$ cat config.mk
export PLATFORM = sky130hd
export DESIGN_NAME = serial_subtractor
export DESIGN_NICKNAME = d
export VERILOG_FILES = /design/src/rtl/serial_subtractor.sv
export SDC_FILE = /design/constraint.sdc
export NUM_CORES = 1
export LEC_CHECK = 0
export ABC_AREA = 1
export BUFFER_PORTS_ARGS = -buffer_cell sky130_fd_sc_hd__buf_2
export CELL_PAD_IN_SITES_DETAIL_PLACEMENT = 1
export CELL_PAD_IN_SITES_GLOBAL_PLACEMENT = 2
export CORE_ASPECT_RATIO = 1.25
export CORE_UTILIZATION = 32
export CTS_BUF_LIST = sky130_fd_sc_hd__clkbuf_2 sky130_fd_sc_hd__clkbuf_4 sky130_fd_sc_hd__clkbuf_8
export CTS_CLUSTER_SIZE = 8
export DETAILED_ROUTE_END_ITERATION = 8
export PLACE_DENSITY = 0.91
export SKIP_LAST_GASP = 1
export SYNTH_ARGS = -nofsm -noshare
export SYNTH_HDL_FRONTEND = slang
export SYNTH_SLANG_ARGS = --single-unit
export TNS_END_PERCENT = 100
$ cat constraint.sdc
create_clock -name i_clk -period 1.8 [get_ports i_clk]
set_input_delay 0.09 -clock i_clk [delete_from_list [all_inputs] [get_ports i_clk]]
set_output_delay 0.09 -clock i_clk [all_outputs]
set_load 0.005 [all_outputs]
$ cat src/rtl/serial_subtractor.sv
// Bit-serial two's-complement subtractor: DIFF = A - B - BIN, LSB first,
// one full-subtractor cell plus a borrow flop, parallel load and result.
module serial_subtractor #(
  parameter int WIDTH = 8
) (
  input  logic             i_clk,
  input  logic             i_rst,
  input  logic             i_start,
  input  logic [WIDTH-1:0] i_a,
  input  logic [WIDTH-1:0] i_b,
  input  logic             i_bin,
  output logic             o_busy,
  output logic             o_done,
  output logic [WIDTH-1:0] o_diff,
  output logic             o_bout,
  output logic             o_ovf,
  output logic             o_zero
);

  localparam int CW = (WIDTH > 2) ? $clog2(WIDTH) : 1;

  typedef enum logic [1:0] {
    S_IDLE,
    S_SHIFT,
    S_FIN
  } state_t;

  state_t           r_state;
  logic [WIDTH-1:0] r_a_sh;
  logic [WIDTH-1:0] r_b_sh;
  logic [WIDTH-2:0] r_d_sh;
  logic [CW-1:0]    r_cnt;
  logic             r_br;
  logic             r_sign_a;
  logic             r_sign_b;

  logic             w_a;
  logic             w_b;
  logic             w_d;
  logic             w_br_nxt;
  logic [WIDTH-1:0] w_res;
  logic             w_last;
  logic             w_accept;
  logic             w_ovf;

  assign w_a      = r_a_sh[0];
  assign w_b      = r_b_sh[0];
  assign w_d      = w_a ^ w_b ^ r_br;
  assign w_br_nxt = (~w_a & w_b) | (~(w_a ^ w_b) & r_br);
  assign w_res    = {w_d, r_d_sh};
  assign w_last   = (r_cnt == CW'(WIDTH - 1));
  assign w_accept = i_start & (r_state != S_SHIFT);
  assign w_ovf    = (r_sign_a ^ r_sign_b) & (w_d ^ r_sign_a);

  always_ff @(posedge i_clk) begin
    if (i_rst) begin
      r_state  <= S_IDLE;
      r_a_sh   <= '0;
      r_b_sh   <= '0;
      r_d_sh   <= '0;
      r_cnt    <= '0;
      r_br     <= 1'b0;
      r_sign_a <= 1'b0;
      r_sign_b <= 1'b0;
      o_busy   <= 1'b0;
      o_done   <= 1'b0;
      o_diff   <= '0;
      o_bout   <= 1'b0;
      o_ovf    <= 1'b0;
      o_zero   <= 1'b0;
    end else begin
      o_done <= 1'b0;
      if (w_accept) begin
        r_a_sh   <= i_a;
        r_b_sh   <= i_b;
        r_br     <= i_bin;
        r_cnt    <= '0;
        r_sign_a <= i_a[WIDTH-1];
        r_sign_b <= i_b[WIDTH-1];
        r_state  <= S_SHIFT;
        o_busy   <= 1'b1;
      end else begin
        case (r_state)
          S_SHIFT: begin
            r_a_sh <= {1'b0, r_a_sh[WIDTH-1:1]};
            r_b_sh <= {1'b0, r_b_sh[WIDTH-1:1]};
            r_d_sh <= w_res[WIDTH-1:1];
            r_br   <= w_br_nxt;
            r_cnt  <= r_cnt + CW'(1);
            // final bit goes straight to DIFF so no partial value is visible
            if (w_last) begin
              o_diff  <= w_res;
              o_bout  <= w_br_nxt;
              o_ovf   <= w_ovf;
              o_zero  <= (w_res == '0);
              o_busy  <= 1'b0;
              o_done  <= 1'b1;
              r_state <= S_FIN;
            end
          end
          S_FIN:   r_state <= S_IDLE;
          default: r_state <= S_IDLE;
        endcase
      end
    end
  end

endmodule

==> results of run 1 <==
-- cell usage in the layout, fill, tap and decap left out --
cell / n
sky130_fd_sc_hd__nor2_4: 1
sky130_fd_sc_hd__nand3_1: 49
sky130_fd_sc_hd__nand2_2: 1
sky130_fd_sc_hd__clkinv_2: 2
sky130_fd_sc_hd__nand2_4: 1
sky130_fd_sc_hd__buf_2: 32
sky130_fd_sc_hd__nor2_8: 1
sky130_fd_sc_hd__ha_1: 2
sky130_fd_sc_hd__xor2_1: 1
sky130_fd_sc_hd__buf_12: 1
sky130_fd_sc_hd__dfxtp_1: 44
sky130_fd_sc_hd__buf_4: 2
sky130_fd_sc_hd__o21ai_1: 1
sky130_fd_sc_hd__fa_1: 1
sky130_fd_sc_hd__o21ai_0: 11
sky130_fd_sc_hd__a21oi_1: 2
sky130_fd_sc_hd__inv_2: 3
sky130_fd_sc_hd__inv_1: 23
sky130_fd_sc_hd__nand4_1: 1
sky130_fd_sc_hd__nor2_1: 29
sky130_fd_sc_hd__nand2_1: 70
sky130_fd_sc_hd__clkbuf_8: 6
-- cell usage after synthesis, types with 2 or more instances --
cell,n,share of area
sky130_fd_sc_hd__buf_6,3,0.018
sky130_fd_sc_hd__inv_1,23,0.047
sky130_fd_sc_hd__inv_2,3,0.0061
sky130_fd_sc_hd__nor2_1,29,0.059
sky130_fd_sc_hd__a21oi_1,2,0.0054
sky130_fd_sc_hd__nand3_1,49,0.13
sky130_fd_sc_hd__buf_2,9,0.024
sky130_fd_sc_hd__ha_1,2,0.014
sky130_fd_sc_hd__nand2_1,70,0.14
sky130_fd_sc_hd__dfxtp_1,44,0.48
sky130_fd_sc_hd__o21ai_0,11,0.030
-- critical path, delay by kind of cell (launching register included) --
| kind | cells | cell delay, ns |
|---|---|---|
| flip-flops | 1 | 0.35 |
| adder cells (fa/ha/maj) | 1 | 0.52 |
| buffers and inverters | 1 | 0.06 |
| AND/OR/NAND/NOR | 5 | 0.40 |
-- metrics by stage --
stage | hold WS, ns | worst slack (ns) | area (µm²) | total power [W] | std cells
finish | 0.0586 | 0.420 | 2140 | 0.00191 | 348
global route | 0.0603 | 0.270 | 2140 | 0.00202 | 348
CTS | 0.0544 | 0.406 | 2140 | 0.00193 | 348
global placement | 0.368 | 0.482 | 2050 | 0.00128 | 340
floorplan | 0.162 | 0.530 | 1850 | 0.00122 | 253
detailed placement | 0.375 | 0.439 | 2050 | 0.00129 | 340
-- power groups by stage --
stage / clock network (W) / logic (W) / registers [W]
detailed placement: 0 / 0.000218 / 0.00107
finish: 0.000649 / 0.000213 / 0.00104
global placement: 0 / 0.000211 / 0.00107
floorplan: 0 / 0.000158 / 0.00106
global route: 0.000718 / 0.000247 / 0.00105
CTS: 0.000670 / 0.000219 / 0.00104
-- metal layers --
metal  part of all wire  track usage  vias to the layer above
li1                   -            -                      856
met1               0.44        0.159                      768
met2               0.51        0.286                       26
met3              0.035       0.0394                        6
met4              0.014       0.0545                        0
met5                  0            0                        -
-- cell families (layout without fill, tap and decap cells) --
group	count (synthesis)	in the layout	synth area share
fa+ha+maj	3	3	0.0243
compound gates	14	14	0.0378
simple gates	153	153	0.363
xor+xnor	1	1	0.00473
buf+inv	38	69	0.0952
flops	44	44	0.475
-- worst max path at each step --
| stage | depth (start not counted) | to | start |
|---|---|---|---|
| 2_1_floorplan | 7 | o_zero | r_b_sh[0] |
| 3_3_place_gp | 7 | o_zero | r_b_sh[0] |
| 3_5_place_dp | 7 | o_zero | r_b_sh[0] |
| 4_1_cts | 7 | o_zero | r_b_sh[0] |
| 5_1_grt | 7 | o_zero | r_b_sh[0] |
| 6_report | 7 | o_zero | r_b_sh[0] |
-- cell type report --
class	instances	area [µm²]
fill	709	3380
sequential	44	881
multi-input combinational	171	796
timing repair buffer	35	195
inverter	26	97.6
clock buffer	6	82.6
tap	64	80.1
clock inverter	2	10.0
-- sequential cells by signal, indices dropped and copies added, names as in the netlist --
signal / cells
o_diff: 8
r_a_sh: 8
r_b_sh: 8
r_d_sh: 7
r_cnt: 3
r_state: 2
o_bout: 1
o_busy: 1
o_done: 1
o_ovf: 1
o_zero: 1
r_br: 1
r_sign_a: 1
r_sign_b: 1
==> flow_summary.html, run 1 <==
<table>
<tr><th>Metric</th><th>Value</th></tr>
<tr><th colspan="2">Routing</th></tr>
<tr><td>Post-route ant nets</td><td>0</td></tr>
<tr><td>DRC violation count after routing</td><td>0</td></tr>
<tr><td>Vias after detailed routing</td><td>1656</td></tr>
<tr><td>Number of search-and-repair iterations in the first detailed-routing pass</td><td>4</td></tr>
<tr><td>Routed vias/inst</td><td>roughly 4.8</td></tr>
<tr><td>Total detailed-routing wirelength</td><td>4230 µm</td></tr>
<tr><td>Iteration-0 DRC count of the detailed router</td><td>57</td></tr>
<tr><td>Detail-routed net length per standard cell</td><td>~12 µm</td></tr>
<tr><th colspan="2">Floorplanning</th></tr>
<tr><td>FP Rows</td><td>30</td></tr>
<tr><td>Overall die area</td><td>roughly 0.006 mm²</td></tr>
<tr><td>Die width</td><td>about 70 µm</td></tr>
<tr><td>Initial core utilization</td><td>0.336</td></tr>
<tr><td>Count of boundary I/O pins</td><td>33</td></tr>
<tr><td>Die span in y</td><td>slightly below 90 µm</td></tr>
<tr><td>Area of the core</td><td>0.00552 mm²</td></tr>
<tr><th colspan="2">Clocking</th></tr>
<tr><td>Number of buffers on the longest clock path</td><td>2</td></tr>
<tr><td>Skew-Pair Late Insertion Delay</td><td>~0.30 ns</td></tr>
<tr><td>Number of post-CTS setup repair buffers</td><td>0</td></tr>
<tr><td>Maximum level of the CTS H-tree</td><td>2</td></tr>
<tr><td>Post-cts resize count</td><td>0</td></tr>
<tr><td>Clock buffers created by TritonCTS</td><td>5</td></tr>
<tr><td>TritonCTS clock tree</td><td>yes</td></tr>
<tr><td>Number of hold buffers added after cts</td><td>0</td></tr>
<tr><td>Number of sinks on the clock net</td><td>44</td></tr>
<tr><td>Root Buffer</td><td>sky130_fd_sc_hd__clkbuf_8</td></tr>
<tr><td>Reg clk slew, reported paths</td><td>0.09 ns</td></tr>
<tr><th colspan="2">Timing</th></tr>
<tr><td>Relative slew slack</td><td>0.730</td></tr>
<tr><td>Setup clock skew after layout</td><td>about 0.011 ns</td></tr>
<tr><td>RSZ-0062 raised after global routing</td><td>no</td></tr>
<tr><td>Period Utilization, post-route</td><td>0.767</td></tr>
<tr><td>Worst-Margin Slew</td><td>between 0.4 and 0.5 ns</td></tr>
<tr><td>Setup TNS</td><td>0 ns</td></tr>
<tr><td>Final-report setup violation count</td><td>0</td></tr>
<tr><td>Final Max Slew Viols</td><td>0</td></tr>
<tr><td>Maximum clock rate</td><td>0.725 GHz</td></tr>
<tr><td>Final hold vios</td><td>0</td></tr>
<tr><td>Min Tclk post-route</td><td>approximately 1.4 ns</td></tr>
<tr><th colspan="2">Final layout</th></tr>
<tr><td>Layout cells sized above 1</td><td>0.176</td></tr>
<tr><td>Growth of design area from synthesis to finish</td><td>15.6%</td></tr>
<tr><td>Core utilization of the finished layout</td><td>0.388</td></tr>
<tr><td>Final-stage net count</td><td>306</td></tr>
<tr><td>N_diodes</td><td>0</td></tr>
<tr><th colspan="2">GRT</th></tr>
<tr><td>Remaining global-route overflow</td><td>0</td></tr>
<tr><td>Initial antenna violation count</td><td>0</td></tr>
<tr><td>First-pass GRT wire length</td><td>between 7000 and 8000 µm</td></tr>
<tr><td>Maximum number of pins on one net before global-route repair</td><td>42</td></tr>
<tr><td>Number of global-route vias before repair</td><td>roughly 1600</td></tr>
<tr><td>Tot GR Track Use</td><td>0.151</td></tr>
<tr><th colspan="2">Setup path</th></tr>
<tr><td>Worst endpoint data arrival time</td><td>between 1.5 and 2 ns</td></tr>
<tr><td>Setup Crit Path Kind</td><td>flip-flop to flip-flop</td></tr>
<tr><td>R2r endpoint</td><td>o_zero</td></tr>
<tr><td>Cell repeated most along the worst path</td><td>sky130_fd_sc_hd__nor2_1</td></tr>
<tr><td>Largest fanout of any net on the critical path</td><td>5</td></tr>
<tr><td>Slack of the worst reg-to-reg path</td><td>approximately 0.42 ns</td></tr>
<tr><td>CP Data Required Time</td><td>2.04 ns</td></tr>
<tr><td>Slowest cell on the critical path</td><td>sky130_fd_sc_hd__fa_1</td></tr>
<tr><td>Worst reg2reg path startpoint</td><td>r_b_sh[0]</td></tr>
<tr><td>Path depth of the worst reg2reg path</td><td>7</td></tr>
<tr><td>Critical Path, Cell by Cell</td><td>inv_1 -&gt; fa_1 -&gt; nor2_1 -&gt; nand2_1 -&gt; nor2_1 -&gt; nor2_1 -&gt; nor2_1</td></tr>
<tr><td>Element type at the critical path start</td><td>flip-flop</td></tr>
<tr><td>CP Capture Type</td><td>flip-flop</td></tr>
<tr><td>Largest stage delay on the critical path</td><td>0.52 ns</td></tr>
<tr><th colspan="2">Hold path</th></tr>
<tr><td>Worst Min Path Start</td><td>i_rst</td></tr>
<tr><td>Class of the tightest hold or removal check</td><td>primary input to flip-flop</td></tr>
<tr><td>Number of cells traversed by the worst hold path</td><td>2</td></tr>
<tr><td>Hold EP</td><td>r_state[1]</td></tr>
<tr><th colspan="2">Outcome</th></tr>
<tr><td>Run status</td><td>finished, final reports clean</td></tr>
<tr><th colspan="2">Yosys</th></tr>
<tr><td>Most used flip-flop cell after synthesis</td><td>sky130_fd_sc_hd__dfxtp_1</td></tr>
<tr><td>Post-Synthesis Net Count</td><td>approximately 280</td></tr>
<tr><td>Number of enable-type register cells in the synthesized netlist</td><td>0</td></tr>
<tr><td>FF+latch count, synth</td><td>44</td></tr>
<tr><td>Post-synthesis instance area</td><td>roughly 0.0019 mm²</td></tr>
<tr><td>Number of warning messages in the yosys log</td><td>0</td></tr>
<tr><td>Avg Synthesized Cell Area</td><td>roughly 7.3 µm²</td></tr>
<tr><td>Sequential fraction of the synthesis area</td><td>0.475</td></tr>
<tr><td>Count of distinct cell types in the synthesized netlist</td><td>19</td></tr>
<tr><td>Async S/R FF share, synth</td><td>0</td></tr>
<tr><td>Post-synthesis instance total</td><td>about 250</td></tr>
<tr><th colspan="2">Power</th></tr>
<tr><td>Switching fraction of total power</td><td>0.264</td></tr>
<tr><td>Cell internal pwr</td><td>around 0.0014 W</td></tr>
<tr><td>Total net switching power</td><td>around 0.0005 W</td></tr>
<tr><td>Sequential Power Share</td><td>0.548</td></tr>
<tr><td>Areal power density over the cells</td><td>roughly 890 mW/mm²</td></tr>
<tr><td>Share of total power in combinational logic</td><td>0.112</td></tr>
<tr><td>Max VDD drop</td><td>0.270 mV</td></tr>
<tr><td>LEAKAGE</td><td>1.13 nW</td></tr>
<tr><td>Portion of total power attributed to the clock network</td><td>0.341</td></tr>
<tr><th colspan="2">Placed design</th></tr>
<tr><td>Placed wire-length estimate</td><td>2970 µm</td></tr>
<tr><td>Quantity of I/O buffers inserted on ports</td><td>32</td></tr>
<tr><td>Routability congestion estimate</td><td>between 0.6 and 0.7</td></tr>
<tr><th colspan="2">Run</th></tr>
<tr><td>Max-Cap Viols</td><td>0</td></tr>
</table>
Note: power is estimated with default switching activity, not from simulation.
==> inputs of run 2 (changes only) <==
ABC_AREA = 0   (was 1)
CORE_UTILIZATION = 35   (was 32)
PLACE_DENSITY = 0.9   (was 0.91)
clock period = 1.4 ns   (was 1.8 ns; I/O delays follow)
==> run 2 against run 1 <==
The flow now finishes with violations (setup timing); die area fell by 7.5%; cell area increased by 6.6%; largest power group unchanged; synthesized cell count down 23%; critical path depth decreased by 3; hold slack worse by 0.019 ns; wire length down 5.1%.
==> flow_summary.html, run 2 <==
<table>
<tr><th>Metric</th><th>Value</th></tr>
<tr><th colspan="2">Yosys</th></tr>
<tr><td>Dominant cells by area after synthesis</td><td>sky130_fd_sc_hd__dfxtp_1 (47%), sky130_fd_sc_hd__a211oi_2 (9.4%), sky130_fd_sc_hd__mux2i_1 (8.6%)</td></tr>
<tr><td>Commonest cells in the netlist</td><td>sky130_fd_sc_hd__dfxtp_1 (44), sky130_fd_sc_hd__nand2_1 (36), sky130_fd_sc_hd__a21oi_1 (23), sky130_fd_sc_hd__nor2_1 (18), sky130_fd_sc_hd__mux2i_1 (16)</td></tr>
<tr><td>Number of enable-type register cells in the synthesized netlist</td><td>0</td></tr>
<tr><td>Most used flip-flop cell after synthesis</td><td>sky130_fd_sc_hd__dfxtp_1</td></tr>
<tr><td>Post-Synthesis Net Count</td><td>~220</td></tr>
<tr><td>Share of the synthesized area in the top cell type</td><td>0.471</td></tr>
<tr><td>Post-synthesis instance area</td><td>around 0.0019 mm²</td></tr>
<tr><td>Biggest area consumer among synthesized cells</td><td>sky130_fd_sc_hd__dfxtp_1</td></tr>
<tr><td>Count leader, synth</td><td>sky130_fd_sc_hd__dfxtp_1</td></tr>
<tr><td>Avg Synthesized Cell Area</td><td>about 9.5 µm²</td></tr>
<tr><td>Count of distinct cell types in the synthesized netlist</td><td>25</td></tr>
<tr><td>Async S/R FF share, synth</td><td>0</td></tr>
<tr><td>Number of warning messages in the yosys log</td><td>0</td></tr>
<tr><td>FF+latch count, synth</td><td>44</td></tr>
<tr><td>Sequential fraction of the synthesis area</td><td>0.471</td></tr>
<tr><td>Post-synthesis instance total</td><td>~200</td></tr>
<tr><th colspan="2">Final layout</th></tr>
<tr><td>Final-stage net count</td><td>~250</td></tr>
<tr><td>Growth of design area from synthesis to finish</td><td>22.1%</td></tr>
<tr><td>Final Instance Count excl. Fillers</td><td>between 200 and 300</td></tr>
<tr><td>Largest regs</td><td>o_diff (8), r_a_sh (8), r_b_sh (8)</td></tr>
<tr><td>Most frequent cells in the layout</td><td>sky130_fd_sc_hd__dfxtp_1 (41), sky130_fd_sc_hd__nand2_1 (36), sky130_fd_sc_hd__buf_2 (32)</td></tr>
<tr><td>Post-route cell area</td><td>about 0.0023 mm²</td></tr>
<tr><td>N_diodes</td><td>0</td></tr>
<tr><td>Core utilization of the finished layout</td><td>0.446</td></tr>
<tr><td>Layout cells sized above 1</td><td>0.328</td></tr>
<tr><td>Most common library cell in the layout ignoring fill and taps</td><td>sky130_fd_sc_hd__dfxtp_1</td></tr>
<tr><th colspan="2">Floorplanning</th></tr>
<tr><td>Count of boundary I/O pins</td><td>33</td></tr>
<tr><td>FP Rows</td><td>29</td></tr>
<tr><td>Area of the core</td><td>slightly above 0.005 mm²</td></tr>
<tr><td>Die span in y</td><td>~84 µm</td></tr>
<tr><td>Die width</td><td>67.4 µm</td></tr>
<tr><td>Overall die area</td><td>between 0.005 and 0.006 mm²</td></tr>
<tr><td>Initial core utilization</td><td>0.366</td></tr>
<tr><th colspan="2">GRT</th></tr>
<tr><td>Number of global-route vias before repair</td><td>1475</td></tr>
<tr><td>First-pass GRT wire length</td><td>roughly 6700 µm</td></tr>
<tr><td>Tot GR Track Use</td><td>0.158</td></tr>
<tr><td>Remaining global-route overflow</td><td>0</td></tr>
<tr><td>Initial antenna violation count</td><td>0</td></tr>
<tr><td>Maximum number of pins on one net before global-route repair</td><td>32</td></tr>
<tr><th colspan="2">Placed design</th></tr>
<tr><td>Cell area reported after detailed placement</td><td>about 0.0021 mm²</td></tr>
<tr><td>Routability congestion estimate</td><td>0.710</td></tr>
<tr><td>Quantity of I/O buffers inserted on ports</td><td>32</td></tr>
<tr><td>Placed wire-length estimate</td><td>2760 µm</td></tr>
<tr><td>Total placed cells including tap cells</td><td>about 280</td></tr>
<tr><th colspan="2">Clocking</th></tr>
<tr><td>Maximum level of the CTS H-tree</td><td>2</td></tr>
<tr><td>Reg clk slew, reported paths</td><td>0.08 ns</td></tr>
<tr><td>Skew-Pair Late Insertion Delay</td><td>0.29 ns</td></tr>
<tr><td>Clock buffers created by TritonCTS</td><td>5</td></tr>
<tr><td>Number of sinks on the clock net</td><td>between 40 and 50</td></tr>
<tr><td>Root Buffer</td><td>sky130_fd_sc_hd__clkbuf_8</td></tr>
<tr><td>TritonCTS clock tree</td><td>yes</td></tr>
<tr><td>Number of buffers on the longest clock path</td><td>2</td></tr>
<tr><th colspan="2">Timing</th></tr>
<tr><td>Maximum clock rate</td><td>~0.66 GHz</td></tr>
<tr><td>Relative slew slack</td><td>0.727</td></tr>
<tr><td>Final-report setup violation count</td><td>2</td></tr>
<tr><td>Period Utilization, post-route</td><td>1.08</td></tr>
<tr><td>Setup clock skew after layout</td><td>0.00885 ns</td></tr>
<tr><td>Final hold vios</td><td>0</td></tr>
<tr><td>Final worst-path setup slack</td><td>-0.114 ns</td></tr>
<tr><td>Setup TNS</td><td>-0.126 ns</td></tr>
<tr><td>RSZ-0062 raised after global routing</td><td>yes</td></tr>
<tr><td>Min Tclk post-route</td><td>roughly 1.5 ns</td></tr>
<tr><td>Final Max Slew Viols</td><td>0</td></tr>
<tr><td>Worst-Margin Slew</td><td>0.409 ns</td></tr>
<tr><th colspan="2">Outcome</th></tr>
<tr><td>Violations in the final reports</td><td>setup timing</td></tr>
<tr><td>Run status</td><td>finished, violations left</td></tr>
<tr><th colspan="2">Routing</th></tr>
<tr><td>Number of search-and-repair iterations in the first detailed-routing pass</td><td>4</td></tr>
<tr><td>Total detailed-routing wirelength</td><td>roughly 4000 µm</td></tr>
<tr><td>Detail-routed net length per standard cell</td><td>between 10 and 15 µm</td></tr>
<tr><td>Routed vias/inst</td><td>approximately 5.1</td></tr>
<tr><td>DRC violation count after routing</td><td>0</td></tr>
<tr><td>Post-route ant nets</td><td>0</td></tr>
<tr><td>Vias after detailed routing</td><td>1487</td></tr>
<tr><td>Iteration-0 DRC count of the detailed router</td><td>70</td></tr>
<tr><th colspan="2">Setup path</th></tr>
<tr><td>Setup Crit Path Kind</td><td>flip-flop to flip-flop</td></tr>
<tr><td>CP Data Required Time</td><td>around 1.6 ns</td></tr>
<tr><td>Worst endpoint data arrival time</td><td>between 1.5 and 2 ns</td></tr>
<tr><td>Element type at the critical path start</td><td>flip-flop</td></tr>
<tr><td>Slack of the worst reg-to-reg path</td><td>-0.11 ns</td></tr>
<tr><td>CP Capture Type</td><td>flip-flop</td></tr>
<tr><td>Largest fanout of any net on the critical path</td><td>2</td></tr>
<tr><th colspan="2">Hold path</th></tr>
<tr><td>Class of the tightest hold or removal check</td><td>primary input to flip-flop</td></tr>
<tr><th colspan="2">Power</th></tr>
<tr><td>LEAKAGE</td><td>about 0.94 nW</td></tr>
<tr><td>Total power</td><td>between 0.002 and 0.003 W</td></tr>
<tr><td>Areal power density over the cells</td><td>1170 mW/mm²</td></tr>
<tr><td>Max VDD drop</td><td>between 0.5 and 0.6 mV</td></tr>
<tr><th colspan="2">Run</th></tr>
<tr><td>Max-Cap Viols</td><td>0</td></tr>
</table>
==> run 2: logic make-up (layout without fill, tap and decap cells) <==
group | Yosys count | in the layout | synth area share
flip-flops | 44 | 44 | 0.471
adder cells (fa/ha/maj) | 3 | 3 | 0.0241
AND/OR/NAND/NOR | 72 | 72 | 0.169
multiplexers | 16 | 16 | 0.0856
AO/OA/AOI/OAI | 43 | 43 | 0.182
buffers and inverters | 18 | 54 | 0.0689
==> run 2: worst paths after layout <==
kind,start,cells past startpoint,endpoint
worst max register to register,r_br,4,o_ovf
worst max-delay path,r_br,4,o_ovf
worst min-delay path,i_a[7],3,r_sign_a
worst min register to register,o_diff[5],2,o_diff[5]
==> run 2: where the power goes <==
part / switching, W / leakage, nW / internal (W)
Clock: 0.000416 / 0.0586 / 0.000549
Sequential: 0.0000368 / 0.361 / 0.00131
Combinational: 0.000183 / 0.526 / 0.000166
==> run 2: what timing repair did <==
item                                   CTS  global route
endpoints found under the hold margin    0             0
hold buffers                             0             0
resized for setup                        3             7
pin swaps                                1             0
setup endpoints to repair                8            10
buffers inserted                         0             1
gates cloned                             0             1
==> run 2: metal layers <==
layer  global-route usage  wire length (µm)  up-vias
li1                     -                 -      740
met1                0.182              1820      725
met2                0.264              2030       17
met3               0.0423                96        5
met4               0.0754                67        0
met5                    0                 0        -
==> run 2: critical path, stage by stage, from the launching register on <==
cell,delay (ns)
sky130_fd_sc_hd__dfxtp_2,0.33
sky130_fd_sc_hd__inv_2,0.04
sky130_fd_sc_hd__fa_1,0.47
sky130_fd_sc_hd__or3b_1,0.38
sky130_fd_sc_hd__a311oi_2,0.20
==> run 2: metrics by stage <==
| step | hold WS (ns) | setup slack (ns) |
|---|---|---|
| after CTS | 0.0285 | -0.128 |
| after detailed placement | 0.350 | -0.139 |
| after floorplan | 0.218 | -0.0987 |
| after global routing | 0.0336 | -0.172 |
| final | 0.0394 | -0.114 |
| after global placement | 0.349 | -0.0550 |
==> run 2: final cells by class <==
type / count / area, µm²
Multi-Input combinational cell: 134 / 886
Clock buffer: 6 / 76.3
Fill cell: 603 / 2830
Inverter: 3 / 11.3
Tap cell: 62 / 77.6
Timing Repair Buffer: 43 / 313
Sequential cell: 44 / 885
Clock inverter: 2 / 35.0
==> inputs of run 3 (changes only) <==
BUFFER_PORTS_ARGS = default   (was -buffer_cell sky130_fd_sc_hd__buf_2)
CORE_UTILIZATION = 40   (was 35)
DONT_BUFFER_PORTS = 1   (was default)
==> run 3 against run 2 <==
The flow still finishes with violations (setup timing); clock power decreased by 13%; clock-buffer cell count increased by 2; utilization increased by 2.4 points; non-clock buffer count decreased by 31; critical endpoint unchanged; largest cell class unchanged.
==> flow_summary.html, run 3 (synthesized netlist as in run 2, its figures left out) <==
<table>
<tr><th>Metric</th><th>Value</th></tr>
<tr><th colspan="2">Outcome</th></tr>
<tr><td>Run status</td><td>finished, violations left</td></tr>
<tr><td>Violations in the final reports</td><td>setup timing</td></tr>
<tr><th colspan="2">Final layout</th></tr>
<tr><td>Growth of design area from synthesis to finish</td><td>12.2%</td></tr>
<tr><td>Post-route cell area</td><td>0.00210 mm²</td></tr>
<tr><td>Area occupied by multi-input gates</td><td>between 800 and 900 µm²</td></tr>
<tr><td>Final Instance Count excl. Fillers</td><td>259</td></tr>
<tr><td>Most common library cell in the layout ignoring fill and taps</td><td>sky130_fd_sc_hd__dfxtp_1</td></tr>
<tr><td>Most frequent cells in the layout</td><td>sky130_fd_sc_hd__dfxtp_1 (39), sky130_fd_sc_hd__nand2_1 (36), sky130_fd_sc_hd__a21oi_1 (21)</td></tr>
<tr><td>Register area</td><td>between 800 and 900 µm²</td></tr>
<tr><td>Final-stage net count</td><td>223</td></tr>
<tr><td>Layout cells sized above 1</td><td>0.224</td></tr>
<tr><td>Largest regs</td><td>o_diff (8), r_a_sh (8), r_b_sh (8)</td></tr>
<tr><td>Total of fill cells in the finished design</td><td>around 510</td></tr>
<tr><td>N_diodes</td><td>0</td></tr>
<tr><th colspan="2">Clocking</th></tr>
<tr><td>Number of buffers on the longest clock path</td><td>2</td></tr>
<tr><td>Number of sinks on the clock net</td><td>between 40 and 50</td></tr>
<tr><td>Maximum level of the CTS H-tree</td><td>2</td></tr>
<tr><td>Root Buffer</td><td>sky130_fd_sc_hd__clkbuf_8</td></tr>
<tr><td>Clock buffers created by TritonCTS</td><td>5</td></tr>
<tr><td>Reg clk slew, reported paths</td><td>roughly 0.080 ns</td></tr>
<tr><td>Skew-Pair Late Insertion Delay</td><td>between 0.2 and 0.3 ns</td></tr>
<tr><td>TritonCTS clock tree</td><td>yes</td></tr>
<tr><th colspan="2">Timing</th></tr>
<tr><td>Final worst-path setup slack</td><td>-0.100 ns</td></tr>
<tr><td>Relative slew slack</td><td>0.803</td></tr>
<tr><td>Setup TNS</td><td>-0.153 ns</td></tr>
<tr><td>RSZ-0062 raised after global routing</td><td>yes</td></tr>
<tr><td>Period Utilization, post-route</td><td>1.07</td></tr>
<tr><td>Worst-Margin Slew</td><td>0.295 ns</td></tr>
<tr><td>Final-report setup violation count</td><td>2</td></tr>
<tr><td>Setup clock skew after layout</td><td>around 0.0044 ns</td></tr>
<tr><td>Final Max Slew Viols</td><td>0</td></tr>
<tr><td>Min Tclk post-route</td><td>approximately 1.5 ns</td></tr>
<tr><td>Final hold vios</td><td>0</td></tr>
<tr><td>Maximum clock rate</td><td>approximately 0.67 GHz</td></tr>
<tr><th colspan="2">Floorplanning</th></tr>
<tr><td>Die width</td><td>63.2 µm</td></tr>
<tr><td>Count of boundary I/O pins</td><td>33</td></tr>
<tr><td>Area of the core</td><td>approximately 0.0045 mm²</td></tr>
<tr><td>Initial core utilization</td><td>0.419</td></tr>
<tr><td>Die span in y</td><td>about 78 µm</td></tr>
<tr><td>FP Rows</td><td>27</td></tr>
<tr><td>Overall die area</td><td>slightly below 0.005 mm²</td></tr>
<tr><th colspan="2">Power</th></tr>
<tr><td>Areal power density over the cells</td><td>approximately 1200 mW/mm²</td></tr>
<tr><td>Max VDD drop</td><td>between 0.5 and 0.6 mV</td></tr>
<tr><td>Total power</td><td>about 0.0025 W</td></tr>
<tr><td>LEAKAGE</td><td>around 0.8 nW</td></tr>
<tr><th colspan="2">Placed design</th></tr>
<tr><td>Cell area reported after detailed placement</td><td>0.00190 mm²</td></tr>
<tr><td>Routability congestion estimate</td><td>0.819</td></tr>
<tr><td>Placed wire-length estimate</td><td>between 2000 and 3000 µm</td></tr>
<tr><td>Total placed cells including tap cells</td><td>approximately 250</td></tr>
<tr><td>Quantity of I/O buffers inserted on ports</td><td>0</td></tr>
<tr><th colspan="2">Setup path</th></tr>
<tr><td>Element type at the critical path start</td><td>flip-flop</td></tr>
<tr><td>Worst endpoint data arrival time</td><td>around 1.7 ns</td></tr>
<tr><td>Largest fanout of any net on the critical path</td><td>2</td></tr>
<tr><td>Setup Crit Path Kind</td><td>flip-flop to flip-flop</td></tr>
<tr><td>CP Data Required Time</td><td>1.61 ns</td></tr>
<tr><td>CP Capture Type</td><td>flip-flop</td></tr>
<tr><td>Path depth of the worst reg2reg path</td><td>4</td></tr>
<tr><th colspan="2">Routing</th></tr>
<tr><td>Total detailed-routing wirelength</td><td>4100 µm</td></tr>
<tr><td>Post-route ant nets</td><td>0</td></tr>
<tr><td>Met2 wirelength from detailed routing</td><td>approximately 2200 µm</td></tr>
<tr><td>Iteration-0 DRC count of the detailed router</td><td>54</td></tr>
<tr><td>Met3 wire len</td><td>about 190 µm</td></tr>
<tr><td>DRC violation count after routing</td><td>0</td></tr>
<tr><td>Vias after detailed routing</td><td>1399</td></tr>
<tr><td>Routed vias/inst</td><td>5.40</td></tr>
<tr><td>Detail-routed net length per standard cell</td><td>roughly 16 µm</td></tr>
<tr><td>Number of search-and-repair iterations in the first detailed-routing pass</td><td>4</td></tr>
<tr><td>Routed met1 length</td><td>between 1500 and 2000 µm</td></tr>
<tr><td>Top routing layer in use</td><td>met4</td></tr>
<tr><th colspan="2">GRT</th></tr>
<tr><td>Initial antenna violation count</td><td>0</td></tr>
<tr><td>Tot GR Track Use</td><td>0.183</td></tr>
<tr><td>Number of global-route vias before repair</td><td>about 1500</td></tr>
<tr><td>First-pass GRT wire length</td><td>around 6900 µm</td></tr>
<tr><td>Maximum number of pins on one net before global-route repair</td><td>45</td></tr>
<tr><td>Remaining global-route overflow</td><td>0</td></tr>
<tr><th colspan="2">Hold path</th></tr>
<tr><td>Number of cells traversed by the worst hold path</td><td>3</td></tr>
<tr><td>Class of the tightest hold or removal check</td><td>primary input to flip-flop</td></tr>
<tr><th colspan="2">Run</th></tr>
<tr><td>Max-Cap Viols</td><td>0</td></tr>
</table>
run 3: changes by cell type in the layout (fill, tap and decap cells not counted), moves of 2 or more:
cell,change
sky130_fd_sc_hd__dlygate4sd3_1,+4
sky130_fd_sc_hd__buf_12,-2
sky130_fd_sc_hd__buf_2,-32
sky130_fd_sc_hd__buf_6,-2
sky130_fd_sc_hd__dfxtp_1,-2
sky130_fd_sc_hd__dfxtp_2,+2
run 3: layout make-up:
cell class	count	area share
Sequential cell	44	0.423
Tap cell	58	0.0346
Inverter	3	0.00537
Clock buffer	8	0.0465
Multi-Input combinational cell	134	0.425
Timing Repair Buffer	12	0.0656
run 3: final timing paths:
path / start / to / slack, ns
max: r_br / o_ovf / -0.10
min: i_start / r_cnt[0] / 0.03
max reg2reg: r_br / o_ovf / -0.10
min reg2reg: o_diff[3] / o_diff[3] / 0.48
run 3: layer usage:
metal	up-vias	GRT usage
met5	-	0
met1	689	0.191
met2	28	0.331
met4	0	0.0907
li1	678	-
met3	4	0.0523
run 3: per-stage QoR:
stage | hold WS [ns] | setup WS, ns | util
global placement | 0.139 | -0.0682 | 0.426
detailed placement | 0.142 | -0.126 | 0.426
finish | 0.0316 | -0.100 | 0.471
global route | 0.0405 | -0.172 | 0.471
CTS | 0.00298 | -0.108 | 0.463
floorplan | 0.218 | -0.0987 | -
run 3: power by group:
group          total [W]  switching (W)  internal [W]
Clock           0.000839       0.000398      0.000441
Combinational   0.000304       0.000166      0.000137
Sequential       0.00135      0.0000405       0.00131
Total            0.00250       0.000605       0.00189
run 3: what timing repair did:
item                       in CTS  in global routing
gates resized for setup         5                  6
pin swaps                       2                  2
setup endpoints to repair      11                 10
buffers inserted                0                  1
hold endpoints to repair       44                  1
hold buffers                    4                  1
run 3: worst max-delay path, stage by stage (launching register included):
cell                       delay [ns]
sky130_fd_sc_hd__dfxtp_2         0.33
sky130_fd_sc_hd__inv_2           0.04
sky130_fd_sc_hd__fa_1            0.47
sky130_fd_sc_hd__or3b_1          0.37
sky130_fd_sc_hd__a311oi_2        0.21
